## config.mk

```make
export PLATFORM = sky130hd
export DESIGN_NAME = lpc_seq_mul
export DESIGN_NICKNAME = d
export VERILOG_FILES = /design/src/rtl/lpc_seq_mul.sv
export SDC_FILE = /design/constraint.sdc
export NUM_CORES = 1
export LEC_CHECK = 0
export CAP_MARGIN = 20
export CORE_MARGIN = 2
export CORE_UTILIZATION = 55
export CTS_BUF_LIST = sky130_fd_sc_hd__clkbuf_4 sky130_fd_sc_hd__clkbuf_8
export DETAILED_ROUTE_END_ITERATION = 8
export GPL_TIMING_DRIVEN = 1
export PLACE_DENSITY_LB_ADDON = 0.2
export SKIP_CTS_REPAIR_TIMING = 1
export SYNTH_ARGS = -nofsm -noshare
export SYNTH_HDL_FRONTEND = slang
export SYNTH_SLANG_ARGS = --single-unit
```

## constraint.sdc

```tcl
create_clock -name clock -period 8.88 [get_ports clock]
set_input_delay 0.888 -clock clock [delete_from_list [all_inputs] [get_ports clock]]
set_output_delay 0.888 -clock clock [all_outputs]
set_load 0.02 [all_outputs]
```

## src/rtl/lpc_seq_mul.sv

```systemverilog
// Sequential radix-4 multiplier: consumes one 2-bit digit of b per cycle.
// Each operand is independently signed or unsigned; the product is exact modulo 2^PW.
module lpc_seq_mul #(
    parameter  int unsigned W  = 8,
    localparam int unsigned PW = 2 * W
) (
    input  logic          clock,
    input  logic          reset,
    input  logic          in_valid,
    output logic          in_ready,
    input  logic [W-1:0]  a,
    input  logic [W-1:0]  b,
    input  logic          a_signed,
    input  logic          b_signed,
    output logic          out_valid,
    input  logic          out_ready,
    output logic [PW-1:0] pp
);

    localparam int unsigned ND = W / 2;
    localparam int unsigned CW = (ND > 1) ? $clog2(ND) : 1;

    typedef enum logic [1:0] {
        IDLE = 2'd0,
        BUSY = 2'd1,
        DONE = 2'd2
    } state_t;

    state_t        r_state;
    logic [PW-1:0] r_a;
    logic [W-1:0]  r_b;
    logic          r_b_signed;
    logic [CW-1:0] r_cnt;
    logic [PW-1:0] r_acc;
    logic [PW-1:0] r_pp;
    logic          r_in_ready;
    logic          r_out_valid;

    state_t        w_state_nxt;
    logic [PW-1:0] w_a_nxt;
    logic [W-1:0]  w_b_nxt;
    logic          w_b_signed_nxt;
    logic [CW-1:0] w_cnt_nxt;
    logic [PW-1:0] w_acc_nxt;
    logic [PW-1:0] w_pp_nxt;

    logic          w_last;
    logic [PW-1:0] w_term0;
    logic [PW-1:0] w_term1;
    logic [PW-1:0] w_add;
    logic [PW-1:0] w_a_ext;

    assign in_ready  = r_in_ready;
    assign out_valid = r_out_valid;
    assign pp        = r_pp;

    // r_a is pre-shifted by 4^cnt, so the digit's partial product needs no variable shift.
    assign w_last  = (r_cnt == CW'(ND - 1));
    assign w_term0 = r_b[0] ? r_a : '0;
    assign w_term1 = r_b[1] ? {r_a[PW-2:0], 1'b0} : '0;
    // Signed multiplier: the top bit carries weight -2^(W-1), so its term is subtracted.
    assign w_add   = (w_last && r_b_signed) ? (w_term0 - w_term1) : (w_term0 + w_term1);
    assign w_a_ext = a_signed ? {{W{a[W-1]}}, a} : {{W{1'b0}}, a};

    // State and datapath registers
    always_ff @(posedge clock) begin
        if (reset) begin
            r_state     <= IDLE;
            r_a         <= '0;
            r_b         <= '0;
            r_b_signed  <= 1'b0;
            r_cnt       <= '0;
            r_acc       <= '0;
            r_pp        <= '0;
            r_in_ready  <= 1'b1;
            r_out_valid <= 1'b0;
        end else begin
            r_state     <= w_state_nxt;
            r_a         <= w_a_nxt;
            r_b         <= w_b_nxt;
            r_b_signed  <= w_b_signed_nxt;
            r_cnt       <= w_cnt_nxt;
            r_acc       <= w_acc_nxt;
            r_pp        <= w_pp_nxt;
            r_in_ready  <= (w_state_nxt == IDLE);
            r_out_valid <= (w_state_nxt == DONE);
        end
    end

    // Next-state and datapath update
    always_comb begin
        w_state_nxt    = r_state;
        w_a_nxt        = r_a;
        w_b_nxt        = r_b;
        w_b_signed_nxt = r_b_signed;
        w_cnt_nxt      = r_cnt;
        w_acc_nxt      = r_acc;
        w_pp_nxt       = r_pp;

        unique case (r_state)
            IDLE: begin
                if (in_valid) begin
                    w_state_nxt    = BUSY;
                    w_a_nxt        = w_a_ext;
                    w_b_nxt        = b;
                    w_b_signed_nxt = b_signed;
                    w_cnt_nxt      = '0;
                    w_acc_nxt      = '0;
                end
            end
            BUSY: begin
                w_acc_nxt = r_acc + w_add;
                w_a_nxt   = {r_a[PW-3:0], 2'b00};
                w_b_nxt   = {2'b00, r_b[W-1:2]};
                w_cnt_nxt = r_cnt + CW'(1);
                if (w_last) begin
                    w_state_nxt = DONE;
                    w_cnt_nxt   = '0;
                    w_pp_nxt    = r_acc + w_add;
                end
            end
            DONE: begin
                if (out_ready) begin
                    w_state_nxt = IDLE;
                    w_pp_nxt    = '0;
                end
            end
            default: begin
                w_state_nxt = IDLE;
                w_pp_nxt    = '0;
            end
        endcase
    end

endmodule

```

# Word level (Yosys, flattened, before mapping)
# Index checks and enable logic that the tools add are counted.
dict set report op_classes {
  eq_ne 7
  bitwise 1
  n_mux 20
  reduce_logical 7
  addsub 4
}
# cell count
set op_table {}
lappend op_table {{2-to-1 mux 16 bit} 8}
lappend op_table {{case mux 16 bit (2 select lines)} 2}
lappend op_table {{case mux 16 bit (3 select lines)} 1}
lappend op_table {{adder 16 bit} 2}
lappend op_table {{case mux 8 bit (2 select lines)} 1}
lappend op_table {{subtractor 16 bit} 1}
lappend op_table {{2-to-1 mux 2 bit} 5}
lappend op_table {{2-to-1 mux 8 bit} 1}
lappend op_table {{== test 2 bit, second input constant} 3}
lappend op_table {{inequality test 2 bit, second input constant} 3}
lappend op_table {{case mux 2 bit (3 select lines)} 1}
lappend op_table {{logical NOT 2 bit} 2}
lappend op_table {{case mux 2 bit (2 select lines)} 1}
lappend op_table {{AND reduction 2 bit} 2}
lappend op_table {{AND reduction 3 bit} 1}
lappend op_table {{adder 2 x 1 -> 2 bit, second input constant} 1}
lappend op_table {{== test 2 x 1 -> 1 bit, second input constant} 1}
lappend op_table {{nonzero test 2 bit} 1}
lappend op_table {{logical AND 1 bit} 1}
lappend op_table {{NOT 1 bit} 1}
dict set report totals {
  regBits 63
  word_cells 48
  output_inout_bits 18
  in_bits 22
}

# Longest topological paths before layout
dict set report logic_depth {
  ltp_word 6
  ltp_mapped 22
  depth_no_buf 21
}

# Worst setup path after synthesis
# No wires, ideal clock.
dict set report synth_path {
  path_kind {reg-to-reg}
  from {reg r_b[1]}
  to {reg r_pp[14] (netlist: pp[14])}
  arrival_time_ns 4.024
  setup_slack_ns 4.733
  path_stages_with_launch 22
  setup_ns 0.123
  n_path_buf 2
  synth_period_minus_slack_ns 4.147
  required_ns 8.757
  cell_sequence {dfxtp_1 -> buf_2 -> clkbuf_1 -> nand2_1 -> ha_1 -> nor2_1 -> xor2_1 -> ha_1 -> o21a_1 -> o31a_1 -> nor2_1 -> inv_1 -> a21oi_1 -> xnor2_1 -> ha_1 -> a2111oi_2 -> o21ai_1 -> a41oi_2 -> o21ai_2 -> a31oi_1 -> xor2_1 -> o31ai_1}
}
dict set report synth_between {
  elab_chain_len 6
  word_cells_on_any_way 7
  classes_between {add/sub: 3; mux: 4}
}
# item line_no
set synth_rtl {}
lappend synth_rtl {{start: declaration} 31} ;# logic [W-1:0] r_b;
lappend synth_rtl {{start signal: assignment} 80} ;# r_b <= w_b_nxt;
lappend synth_rtl {{2-to-1 mux 16 bit (*)} 60} ;# assign w_term1 = r_b[1] ? {r_a[PW-2:0], 1'b0} : '0;
lappend synth_rtl {{adder 16 bit / subtractor 16 bit (equally long branches)} 62} ;# assign w_add = (w_last && r_b_signed) ? (w_term0 - w_term1) : (w_term0 + w_term1);
lappend synth_rtl {{2-to-1 mux 16 bit (*)} 62}
lappend synth_rtl {{adder 16 bit (*)} 119} ;# w_pp_nxt = r_acc + w_add;
lappend synth_rtl {{2-to-1 mux 16 bit (*)} 116} ;# if (w_last) begin
lappend synth_rtl {{case mux 16 bit (3 select lines) (*)} 100} ;# unique case (r_state)
lappend synth_rtl {{end signal: assignment} 84} ;# r_pp <= w_pp_nxt;
lappend synth_rtl {{end: declaration} 35} ;# logic [PW-1:0] r_pp;
# Every way passes the cells marked *; elsewhere a longest branch is shown, timed or not. The select of a mux whose other input is x is not followed.
# A chain may end at the register's enable or synchronous reset.

# Final worst setup path
dict set report layout_path {
  from {reg r_b[1]}
  to {reg r_pp[15] (netlist: pp[15])}
}
# Same word-level chain as after synthesis.

==> flow_summary.json <==
{
  "synth_ff_type": "dfxtp_1",
  "hpwl_um": 6450,
  "rsz0062_at_grt": "no",
  "crit_type": "flip-flop to flip-flop",
  "area_delta_synth_final_pct": 14.6,
  "drtAntennaViolNets": 0,
  "place_worst_setup_slack_ps": 4140,
  "yosysSeqAreaShare": 0.305,
  "die_w_um": 90.7,
  "die-area_um2": 8220,
  "synth_warnings": 0,
  "grt_pass1_vias": 3428,
  "clk_latency_ps": 350,
  "drt-vias-per-instance": 5.76,
  "required_ps": 9120,
  "crit_path_max_fanout": 26,
  "tns_ps": 0,
  "synthesis.nets": 582,
  "power_mw": 0.947,
  "hold_viol": 0,
  "grt_start_max_net_pins": 61,
  "status": "completed",
  "row_count": 31,
  "synth_fa_ha_area_frac": 0.105,
  "max_cap_violations": 0,
  "ioPinCount": 40,
  "synthDistinctLibCells": 59,
  "nets": 607,
  "netlist_area_um2": 4130,
  "cts_root_buf": "clkbuf_8",
  "cts.sinks": 63,
  "fin_crit_sh": 0.544,
  "cts_tree": "done",
  "yosys.area_share.simple": 0.211,
  "postSynthCellCount": 526,
  "yosys.area_share.xor_xnor": 0.0742,
  "yosys_register_bits": 63,
  "routed_wl_um": 9050,
  "portBuffers": 39,
  "start_kind": "flip-flop",
  "min_path_type": "flip-flop to flip-flop",
  "clk_path_buf_depth": 2,
  "synth_top_family_by_area": "compound AO/OA/AOI/OAI gates",
  "fmax_ghz": 0.207,
  "seq_area_um2": 1260,
  "drive_gt1_frac": 0.0647,
  "synth_compound_area_frac": 0.260,
  "initial_core_util": 0.570,
  "arrival_ps": 5070,
  "synth_mux_area_frac": 0.00515,
  "htreeDepth": 3,
  "core_um2": 7250,
  "fillers": 645,
  "drt_first_pass_iters": 4,
  "ir_drop_mv": 0.105,
  "synthArstFlopShare": 0,
  "first_iter_violations": 200,
  "clk_pin_slew_ps": 70,
  "setup_viol": 0,
  "wl_per_cell_um": 13.8,
  "setup_slack_ps": 4050,
  "overflow": 0,
  "drv_slew": 0,
  "grt_pass1_wl_um": 15600,
  "drc": 0,
  "slew_headroom": 0.473,
  "synth_edf_count": 0,
  "vias": 3772,
  "p_leak_nw": 1.88,
  "final.min_clock_period_ps": 4830,
  "diodes": 0,
  "avgSynthCellArea_um2": 7.85,
  "finalWeightedCongestion": 0.888,
  "dieHeight_um": 90.7,
  "finalClockSkew_ps": 7.88,
  "numCtsBuffers": 9,
  "grt_usage": 0.229,
  "tightest_slew_ps": 789,
  "multiInputGateArea_um2": 2710,
  "powerDensity_nw_per_um2": 200,
  "antenna_found_initial": 0,
  "end_kind": "flip-flop"
}
-- registers in the layout, indices dropped and copies added, names as in the netlist --
| signal | cells |
|---|---|
| in_ready | 1 |
| out_valid | 1 |
| r_acc | 16 |
| r_b_signed | 1 |
| r_b | 8 |
| r_state | 2 |
| r_a | 16 |
| pp | 16 |
| r_cnt | 2 |
-- cell usage in the layout, fill, tap and decap left out, types with 2 or more instances in the layout --
master,count
a31o_2,2
o21ai_1,8
or2_2,2
o21a_1,4
xnor2_1,21
nand3b_1,5
nand4_1,2
and2_1,15
o21ai_0,24
clkdlybuf4s50_1,38
clkbuf_8,10
a21o_1,7
dfxtp_1,63
a311oi_1,11
o31ai_1,2
nor3_1,10
inv_1,7
nor3b_1,2
buf_4,3
xor2_1,14
nor4_1,2
a21oi_1,50
clkinvlp_4,3
a2111oi_2,2
a211oi_1,8
ha_1,33
nor2_1,64
nand2_1,69
a31oi_1,3
a22oi_1,22
clkinv_4,2
o21bai_1,2
o211ai_1,3
nand3_1,16
-- cells in the mapped netlist (all sizes together), types with 7 or more instances --
master,number,area (µm²)
o21ai,33,169
nand3,16,80.1
xor2,14,123
inv,7,26.3
a311oi,11,96.3
ha,33,413
a211oi,8,60.1
nand2,69,259
and2,16,101
dfxtp,63,1260
a22oi,22,165
nor3,11,60.1
xnor2,21,184
nor2,64,240
a21o,8,61.3
clkbuf,26,119
a21oi,50,250
-- stage by stage --
stage / utilization / area (µm²) / hold WS [ps] / std cells
after floorplan: - / 4130 / 427 / 526
after global placement: 0.624 / 4530 / 443 / 639
after detailed placement: 0.624 / 4530 / 446 / 639
after CTS: 0.653 / 4740 / 455 / 655
after global routing: 0.653 / 4740 / 490 / 655
final: 0.653 / 4740 / 454 / 655
-- power breakdown --
group	internal, mW	switching (mW)
clock	0.138	0.121
sequential	0.305	0.0228
combinational	0.161	0.199
total	0.603	0.344
-- logic make-up after synthesis --
group,after synthesis
muxes,2
AOI/OAI and AO/OA,162
DFF,63
xor gates and xnor gates,35
adders and majority gates,34
buffers and inverters,35
and+or+nand+nor,195
-- layer usage --
| layer | routed length, µm | global-route usage | vias up |
|---|---|---|---|
| met1 | 4200 | 0.308 | 1760 |
| met4 | 91 | 0.0692 | 0 |
| li1 | - | - | 1942 |
| met3 | 403 | 0.0442 | 6 |
| met2 | 4350 | 0.374 | 64 |
| met5 | 0 | 0 | - |
-- worst paths after layout --
kind | start | endpoint | slack (ps) | depth (start not counted)
worst max-delay path | r_b[1] | pp[15] | 4050 | 19
worst min-delay path | pp[10] | pp[10] | 450 | 2
worst min register to register | pp[10] | pp[10] | 450 | 2
worst max register to register | r_b[1] | pp[15] | 4050 | 19
-- critical path, stage by stage (launching register included) --
cell       delay, ps
dfxtp_1          840
nand2_1          210
ha_1             300
nor2_1           250
xor2_1           190
ha_1             280
o21a_1           180
o31a_1           130
nor2_1           130
inv_1             50
a21oi_1          160
xnor2_1          140
ha_1             330
a2111oi_0        640
a211oi_1          90
o21ai_1          160
a31oi_1          140
a31o_1           240
xnor2_1          180
o21ai_1           80
-- cell type report --
type | count | area share
inverter | 7 | 0.00555
timing repair buffer | 42 | 0.0861
multi-input combinational | 428 | 0.572
clock inverter | 6 | 0.0148
sequential | 63 | 0.266
tap | 99 | 0.0262
clock buffer | 10 | 0.0291
No activity file was read; power rests on OpenSTA's default activity.
